<file path="config.mk">
export PLATFORM = sky130hd
export DESIGN_NAME = atm_panel_ctrl
export DESIGN_NICKNAME = d
export VERILOG_FILES = /design/src/rtl/atm_pkg.sv /design/src/rtl/atm_pin_buffer.sv /design/src/rtl/atm_panel_ctrl.sv
export SDC_FILE = /design/constraint.sdc
export NUM_CORES = 1
export LEC_CHECK = 0
export CAP_MARGIN = 30
export CELL_PAD_IN_SITES_DETAIL_PLACEMENT = 1
export CELL_PAD_IN_SITES_GLOBAL_PLACEMENT = 1
export CORE_ASPECT_RATIO = 0.75
export CORE_UTILIZATION = 33
export CTS_BUF_LIST = sky130_fd_sc_hd__clkbuf_4 sky130_fd_sc_hd__clkbuf_8
export CTS_CLUSTER_DIAMETER = 30
export DETAILED_ROUTE_END_ITERATION = 8
export GPL_ROUTABILITY_DRIVEN = 0
export GPL_TIMING_DRIVEN = 0
export PLACE_DENSITY = 0.77
export RECOVER_POWER = 25
export SLEW_MARGIN = 0
export SYNTH_ARGS = -nofsm -noshare
export SYNTH_HDL_FRONTEND = slang
export SYNTH_SLANG_ARGS = --single-unit
</file>
<file path="constraint.sdc">
create_clock -name clk -period 7.3 [get_ports clk]
set_input_delay 0.73 -clock clk [delete_from_list [all_inputs] [get_ports clk]]
set_output_delay 0.73 -clock clk [all_outputs]
set_load 0.1 [all_outputs]
</file>
<file path="src/rtl/atm_pkg.sv">
// Shared definitions for the ATM front-panel controller.
//   panel_state_e : panel FSM state encoding
//   KEY_*         : keypad codes (0-9 are digits, F is unused)
//   TXN_TYPE*     : encoding of the txn_type output
package atm_pkg;

    typedef enum logic [2:0] {
        P_IDLE   = 3'd0,
        P_CARD   = 3'd1,
        P_PIN    = 3'd2,
        P_SELECT = 3'd3,
        P_WAIT   = 3'd4,
        P_EJECT  = 3'd5
    } panel_state_e;

    localparam logic [3:0] KEY_ENTER  = 4'hA;
    localparam logic [3:0] KEY_CANCEL = 4'hB;
    localparam logic [3:0] KEY_TXN0   = 4'hC;
    localparam logic [3:0] KEY_TXN1   = 4'hD;
    localparam logic [3:0] KEY_TXN2   = 4'hE;

    localparam logic [1:0] TXN_TYPE0 = 2'd0;
    localparam logic [1:0] TXN_TYPE1 = 2'd1;
    localparam logic [1:0] TXN_TYPE2 = 2'd2;

    function automatic logic is_digit(input logic [3:0] code);
        return code <= 4'd9;
    endfunction

    // States in which a card is inserted and a session result is still owed.
    function automatic logic in_session(input panel_state_e s);
        return s inside {P_CARD, P_PIN, P_SELECT, P_WAIT};
    endfunction

endpackage

</file>
<file path="src/rtl/atm_pin_buffer.sv">
// PIN entry buffer: shifts BCD digits in (first digit ends up most significant),
// counts them saturating at PIN_DIGITS and flags an exact match against pin_ref.
//   clk, reset_n  : clock, async active-low reset
//   clr           : empty the buffer (wins over digit_valid)
//   digit_valid   : shift digit in (dropped once the buffer is full)
//   digit         : BCD digit
//   pin_ref       : reference PIN, most significant digit first
//   match         : full count and buffer equals pin_ref
// PIN_DIGITS must be at least 2.
module atm_pin_buffer #(
    parameter int PIN_DIGITS = 4
) (
    input  logic                    clk,
    input  logic                    reset_n,
    input  logic                    clr,
    input  logic                    digit_valid,
    input  logic [3:0]              digit,
    input  logic [4*PIN_DIGITS-1:0] pin_ref,
    output logic                    match
);
    localparam int CNT_W = $clog2(PIN_DIGITS + 1);
    localparam logic [CNT_W-1:0] FULL = CNT_W'(PIN_DIGITS);

    logic [4*PIN_DIGITS-1:0] pin_buf_q, pin_buf_d;
    logic [CNT_W-1:0]        cnt_q, cnt_d;

    always_comb begin
        pin_buf_d = pin_buf_q;
        cnt_d     = cnt_q;
        if (clr) begin
            pin_buf_d = '0;
            cnt_d     = '0;
        end else if (digit_valid && (cnt_q != FULL)) begin
            pin_buf_d = {pin_buf_q[4*PIN_DIGITS-5:0], digit};
            cnt_d     = cnt_q + 1'b1;
        end
    end

    always_ff @(posedge clk or negedge reset_n) begin
        if (!reset_n) begin
            pin_buf_q <= '0;
            cnt_q     <= '0;
        end else begin
            pin_buf_q <= pin_buf_d;
            cnt_q     <= cnt_d;
        end
    end

    assign match = (cnt_q == FULL) && (pin_buf_q == pin_ref);

endmodule

</file>
<file path="src/rtl/atm_panel_ctrl.sv">
// ATM front-panel controller. Turns card-sense and keypad strobes into the core's
// held levels (card_insert, pin_enter, txn_select) and a txn_confirm pulse, checks
// the PIN with a retry limit, enforces inactivity/response timeouts and reports
// one result pulse per session. All outputs are registered.
//   clk, reset_n                 : clock, async active-low reset
//   card_sense                   : card present (synchronised level)
//   key_valid, key_code          : keypad strobe and code
//   pin_ref                      : reference PIN, BCD, MSD first
//   txn_complete, txn_failed     : core result
//   card_insert, pin_enter,
//   txn_select, txn_type         : levels to the core
//   txn_confirm                  : 1-cycle confirm pulse to the core
//   pin_error, result_ok,
//   result_fail                  : 1-cycle status pulses
//   busy                         : not idle
module atm_panel_ctrl
    import atm_pkg::*;
#(
    parameter int PIN_DIGITS   = 4,
    parameter int MAX_TRIES    = 3,
    parameter int IDLE_TIMEOUT = 1024,
    parameter int RESP_TIMEOUT = 256
) (
    input  logic                    clk,
    input  logic                    reset_n,
    input  logic                    card_sense,
    input  logic                    key_valid,
    input  logic [3:0]              key_code,
    input  logic [4*PIN_DIGITS-1:0] pin_ref,
    input  logic                    txn_complete,
    input  logic                    txn_failed,
    output logic                    card_insert,
    output logic                    pin_enter,
    output logic                    txn_select,
    output logic                    txn_confirm,
    output logic [1:0]              txn_type,
    output logic                    pin_error,
    output logic                    result_ok,
    output logic                    result_fail,
    output logic                    busy
);
    localparam int MAX_TMO = (IDLE_TIMEOUT > RESP_TIMEOUT) ? IDLE_TIMEOUT : RESP_TIMEOUT;
    localparam int TMR_W   = $clog2(MAX_TMO);
    localparam int TRY_W   = $clog2(MAX_TRIES + 1);
    localparam logic [TMR_W-1:0] IDLE_LOAD = TMR_W'(IDLE_TIMEOUT - 1);
    localparam logic [TMR_W-1:0] RESP_LOAD = TMR_W'(RESP_TIMEOUT - 1);
    localparam logic [TRY_W-1:0] TRY_LAST  = TRY_W'(MAX_TRIES - 1);

    panel_state_e state_q, state_d;

    logic [TMR_W-1:0] tmr_q, tmr_d;
    logic [TRY_W-1:0] tries_q, tries_d;
    logic [1:0]       txn_type_q, txn_type_d;
    logic card_insert_q, card_insert_d, pin_enter_q, pin_enter_d;
    logic txn_select_q, txn_select_d, txn_confirm_q, txn_confirm_d;
    logic pin_error_q, pin_error_d, result_ok_q, result_ok_d;
    logic result_fail_q, result_fail_d, busy_q, busy_d;

    logic key_enter, key_cancel, key_txn, key_digit;
    logic removed, idle_exp, tmr_zero, pin_match, pb_clr, pb_digit;

    assign key_enter  = key_valid && (key_code == KEY_ENTER);
    assign key_cancel = key_valid && (key_code == KEY_CANCEL);
    assign key_txn    = key_valid && (key_code inside {KEY_TXN0, KEY_TXN1, KEY_TXN2});
    assign key_digit  = key_valid && is_digit(key_code);
    // Card pulled mid-session outranks anything else seen in the same cycle.
    assign removed    = in_session(state_q) && !card_sense;
    assign tmr_zero   = (tmr_q == '0);
    // A key in the expiry cycle counts as activity, not as a timeout.
    assign idle_exp   = !key_valid && tmr_zero;

    // ---------------- state register ----------------
    always_ff @(posedge clk or negedge reset_n) begin
        if (!reset_n) state_q <= P_IDLE;
        else          state_q <= state_d;
    end

    // ---------------- next state ----------------
    always_comb begin
        state_d = state_q;
        case (state_q)
            P_IDLE:   if (card_sense) state_d = P_CARD;
            P_CARD: begin
                if (removed)         state_d = P_IDLE;
                else if (key_cancel) state_d = P_EJECT;
                else if (key_enter) begin
                    if (pin_match)               state_d = P_PIN;
                    else if (tries_q == TRY_LAST) state_d = P_EJECT;
                end
                else if (idle_exp)   state_d = P_EJECT;
            end
            P_PIN: begin
                if (removed)         state_d = P_IDLE;
                else if (key_cancel) state_d = P_EJECT;
                else if (key_txn)    state_d = P_SELECT;
                else if (idle_exp)   state_d = P_EJECT;
            end
            P_SELECT: begin
                if (removed)         state_d = P_IDLE;
                else if (key_cancel) state_d = P_EJECT;
                else if (key_enter)  state_d = P_WAIT;
                else if (idle_exp)   state_d = P_EJECT;
            end
            P_WAIT: begin
                if (removed) state_d = P_IDLE;
                else if (txn_complete || txn_failed || tmr_zero) state_d = P_EJECT;
            end
            P_EJECT:  if (!card_sense) state_d = P_IDLE;
            default:  state_d = P_IDLE;
        endcase
    end

    // ---------------- outputs (registered next cycle) ----------------
    always_comb begin
        txn_confirm_d = (state_q == P_SELECT) && (state_d == P_WAIT);
        // Levels follow the next state, but stay up through the confirm cycle.
        card_insert_d = (state_d inside {P_CARD, P_PIN, P_SELECT}) || txn_confirm_d;
        pin_enter_d   = (state_d inside {P_PIN, P_SELECT}) || txn_confirm_d;
        txn_select_d  = (state_d == P_SELECT) || txn_confirm_d;
        pin_error_d   = (state_q == P_CARD) && !removed && key_enter && !pin_match;
        result_ok_d   = (state_q == P_WAIT) && (state_d == P_EJECT) &&
                        txn_complete && !txn_failed;
        // Every way out of a session that is not a success is a failure.
        result_fail_d = in_session(state_q) && (state_d inside {P_IDLE, P_EJECT}) &&
                        !result_ok_d;
        busy_d        = (state_d != P_IDLE);
        txn_type_d    = txn_type_q;
        if ((state_q == P_PIN) && (state_d == P_SELECT)) begin
            case (key_code)
                KEY_TXN0: txn_type_d = TXN_TYPE0;
                KEY_TXN1: txn_type_d = TXN_TYPE1;
                KEY_TXN2: txn_type_d = TXN_TYPE2;
                default:  txn_type_d = txn_type_q;
            endcase
        end
    end

    // ---------------- timers, tries, PIN buffer control ----------------
    // One down-counter serves as the inactivity timer in CARD/PIN/SELECT and as
    // the response timer in WAIT; the two uses never overlap.
    always_comb begin
        tmr_d   = tmr_q;
        tries_d = tries_q;
        case (state_q)
            P_IDLE: tmr_d = IDLE_LOAD;
            P_CARD, P_PIN, P_SELECT: begin
                if (state_d == P_WAIT)  tmr_d = RESP_LOAD;
                else if (key_valid)     tmr_d = IDLE_LOAD;
                else if (!tmr_zero)     tmr_d = tmr_q - 1'b1;
            end
            P_WAIT: if (!tmr_zero) tmr_d = tmr_q - 1'b1;
            default: tmr_d = tmr_q;
        endcase
        if (state_q == P_IDLE) tries_d = '0;
        else if (pin_error_d)  tries_d = tries_q + 1'b1;
    end

    assign pb_clr   = (state_q == P_IDLE) || pin_error_d;
    assign pb_digit = (state_q == P_CARD) && !removed && key_digit;

    atm_pin_buffer #(.PIN_DIGITS(PIN_DIGITS)) u_pin_buffer (
        .clk         (clk),
        .reset_n     (reset_n),
        .clr         (pb_clr),
        .digit_valid (pb_digit),
        .digit       (key_code),
        .pin_ref     (pin_ref),
        .match       (pin_match)
    );

    always_ff @(posedge clk or negedge reset_n) begin
        if (!reset_n) begin
            tmr_q         <= '0;
            tries_q       <= '0;
            txn_type_q    <= '0;
            card_insert_q <= 1'b0;
            pin_enter_q   <= 1'b0;
            txn_select_q  <= 1'b0;
            txn_confirm_q <= 1'b0;
            pin_error_q   <= 1'b0;
            result_ok_q   <= 1'b0;
            result_fail_q <= 1'b0;
            busy_q        <= 1'b0;
        end else begin
            tmr_q         <= tmr_d;
            tries_q       <= tries_d;
            txn_type_q    <= txn_type_d;
            card_insert_q <= card_insert_d;
            pin_enter_q   <= pin_enter_d;
            txn_select_q  <= txn_select_d;
            txn_confirm_q <= txn_confirm_d;
            pin_error_q   <= pin_error_d;
            result_ok_q   <= result_ok_d;
            result_fail_q <= result_fail_d;
            busy_q        <= busy_d;
        end
    end

    assign card_insert = card_insert_q;
    assign pin_enter   = pin_enter_q;
    assign txn_select  = txn_select_q;
    assign txn_confirm = txn_confirm_q;
    assign txn_type    = txn_type_q;
    assign pin_error   = pin_error_q;
    assign result_ok   = result_ok_q;
    assign result_fail = result_fail_q;
    assign busy        = busy_q;

endmodule

</file>
==> flow_metrics.tcl <==
set metrics [dict create \
    clockBufferDepth 2 \
    first_pass_iters 4 \
    die_area_sq_mm 0.00762 \
    arrival_ns 3.11 \
    cts_resized 0 \
    drcViolationCount 0 \
    post-route-util_pct 43.0 \
    grt_use_total_pct 16.9 \
    maxCapViolations 0 \
    avgSynthCellArea_sq_um 10.1 \
    cpMostUsedCell "nand2b_1" \
    tightest_slew_ns 1.46 \
    placed_cells 371 \
    synth_top_area_share_pct 45.9 \
    fin_nets 311 \
    clock.fmax_mhz 343 \
    drtIter0Drc 57 \
    critical_path_class "in -> reg" \
    ios 36 \
    areaGrowthSynthToFinish_pct 24.2 \
    p_per_area_mw_per_mm2 170 \
    rows 26 \
    ys_seq_area_share_pct 45.9 \
    synth_commonest_cells "44 x dfrtp_1, 34 x nor2_1, 20 x xnor2_1" \
    synth_area_sq_mm 0.00240 \
    yosys.area.top_type "dfrtp_1" \
    drive_gt1_share_pct 8.19 \
    final-max-slew-violation-count 0 \
    grt_max_degree 28 \
    dieHeight_um 75.9 \
    clkSinkCount 44 \
    outcome "finished clean" \
    crit_path_max_incr_delay_ns 0.57 \
    syn_inst 237 \
    crit_path_top_delay_cell "clkdlybuf4s50_1" \
    setup_viol_count_final 0 \
    syn_nets 268 \
    port_buffers 35 \
    finClkSkew_ns 0.00730 \
    grt_pass1_vias 2009 \
    min_period_ns 2.92 \
    start_util_pct 34.7 \
    holdWs_ns 0.514 \
    synth_warnings 0 \
    cts_hold_buffers 0 \
    fin_crit_sh_pct 40.0 \
    synth_most_common_cell "dfrtp_1" \
    root_buffer "clkbuf_8" \
    num_vias 1901 \
    worstPathCellList "clkdlybuf4s50_1, nand2b_1, nand2b_1, nor3_2, a21boi_1, or2_1, buf_2, buf_4, nor2_1" \
    dp_hpwl_um 4580 \
    wl_per_cell_um 15.3 \
    die_w_um 100 \
    synth_edf_count 0 \
    final.setup.tns_ns 0 \
    path_max_fanout 10 \
    routed_wl_um 5810 \
    clkLatencyLatePin_ns 0.30 \
    ir_drop_mv 0.0685 \
    cts_setup_buffers 0 \
    clk_pin_slew_worst_paths_ns 0.09 \
    finalNonFillerCells 379 \
    ys_seq_elements 44 \
    hold_path_class "reg -> reg" \
    leakage_nw 1.33 \
    slew_headroom_pct 2.80 \
    grt_pass1_wl_um 9870 \
    synthArstFlopShare_pct 100 \
    core_sq_mm 0.00693 \
    ant_nets 0 \
    grt_overflow_total 0 \
    hold_viol 0 \
    cts_buffers 5 \
    endpoint_kind "flop" \
    grt_setup_unrepaired "no" \
    netlist_top_cells_area "dfrtp_1 46%, mux2i_1 7.5%, xnor2_1 7.3%" \
    worstSetupStartpointType "input port" \
    via_per_inst 5.02 \
    ys_dominant_reg_cell "dfrtp_1" \
    antenna_cells 0 \
    antenna_found_initial 0 \
    htree_levels 2 \
    cp.required_ns 7.49 \
    ys_types 50 \
    tritoncts "built" \
]
[cells by family (layout without fill, tap and decap cells)]
kind of cell	Yosys count	after routing	share of synthesized area, %
AO/OA/AOI/OAI	33	33	10.1
XOR/XNOR	22	22	8.03
adder cells (fa/ha/maj)	5	5	2.61
buffers and inverters	19	63	3.23
flip-flops	44	44	45.9
multiplexers	20	20	8.44
AND/OR/NAND/NOR	94	94	21.7
[power by group]
part	switching, W	internal, W	leakage, nW	total [W]
Sequential	0.00000416	0.000248	0.556	0.000252
Clock	0.0000844	0.000105	0.0586	0.000190
Combinational	0.0000390	0.0000273	0.715	0.0000663
[state kept, by name (all words and copies together) (netlist names)]
name,flops
busy,1
card_insert,1
pin_enter,1
pin_error,1
result_fail,1
result_ok,1
state_q,3
tmr_q,10
tries_q,2
txn_confirm,1
txn_select,1
txn_type,2
u_pin_buffer.cnt_q,3
u_pin_buffer.pin_buf_q,16
[routing by layer]
| metal | GRT usage, % | up-vias | wire length (um) |
|---|---|---|---|
| met4 | 4.19 | 0 | 52 |
| met2 | 27.8 | 37 | 2580 |
| met3 | 2.75 | 4 | 206 |
| li1 | - | 918 | - |
| met5 | 0 | - | 0 |
| met1 | 23.7 | 942 | 2970 |
[cell usage in the layout, fill, tap and decap left out, types with 2 or more instances in the layout]
cell / netlist / routed
nor3_1: 10 / 10
nand2b_1: 4 / 4
xor2_1: 2 / 2
nor2b_1: 5 / 5
nand4b_1: 2 / 2
ha_1: 5 / 5
clkdlybuf4s50_1: 0 / 34
inv_1: 13 / 13
a21oi_1: 8 / 8
clkbuf_8: 0 / 5
nand3_1: 6 / 6
nand2_1: 9 / 9
a31oi_1: 3 / 3
o211ai_1: 3 / 3
nor2_1: 34 / 34
buf_2: 2 / 2
mux2i_1: 18 / 18
o21ai_0: 8 / 8
a21boi_1: 2 / 2
nand4_1: 5 / 5
dfrtp_1: 44 / 44
buf_1: 2 / 2
mux2_1: 2 / 2
xnor2_1: 20 / 20
clkbuf_1: 1 / 3
and2_1: 3 / 3
[through the flow]
step	total power (W)	worst slack, ns	cell area, sq um
CTS	0.000513	4.40	3000
global route	0.000530	4.18	2980
detailed placement	0.000325	4.08	2890
global placement	0.000322	4.12	2870
finish	0.000508	4.38	2980
floorplan	0.000291	4.87	2400
[final cells by class]
type	count	area, sq um
plain buffers	6	28.8
clock buffers	6	76.3
clock inverters	2	35.0
fillers	800	3950
inverters	13	48.8
multi-input cells	174	1220
flip-flops and latches	44	1100
well taps	98	123
repair buffers	36	348
[final timing paths]
| kind | from | endpoint | slack [ns] | cells after the start |
|---|---|---|---|---|
| min | txn_type[1] | txn_type[1] | 0.51 | 1 |
| min reg2reg | txn_type[1] | txn_type[1] | 0.51 | 1 |
| min in group asynchronous | reset_n | tmr_q[1] | 0.55 | 1 |
| max | card_sense | u_pin_buffer.pin_buf_q[8] | 4.38 | 9 |
| max reg2reg | tmr_q[0] | txn_type[0] | 4.69 | 7 |
| max in group asynchronous | reset_n | tmr_q[9] | 4.91 | 2 |
[critical path, delay by kind of cell]
family                 cells  cell delay [ns]
buffers and inverters      3             0.99
AND/OR/NAND/NOR            5             0.81
AO/OA/AOI/OAI              1             0.57
No activity file was read; power rests on OpenSTA's default activity.
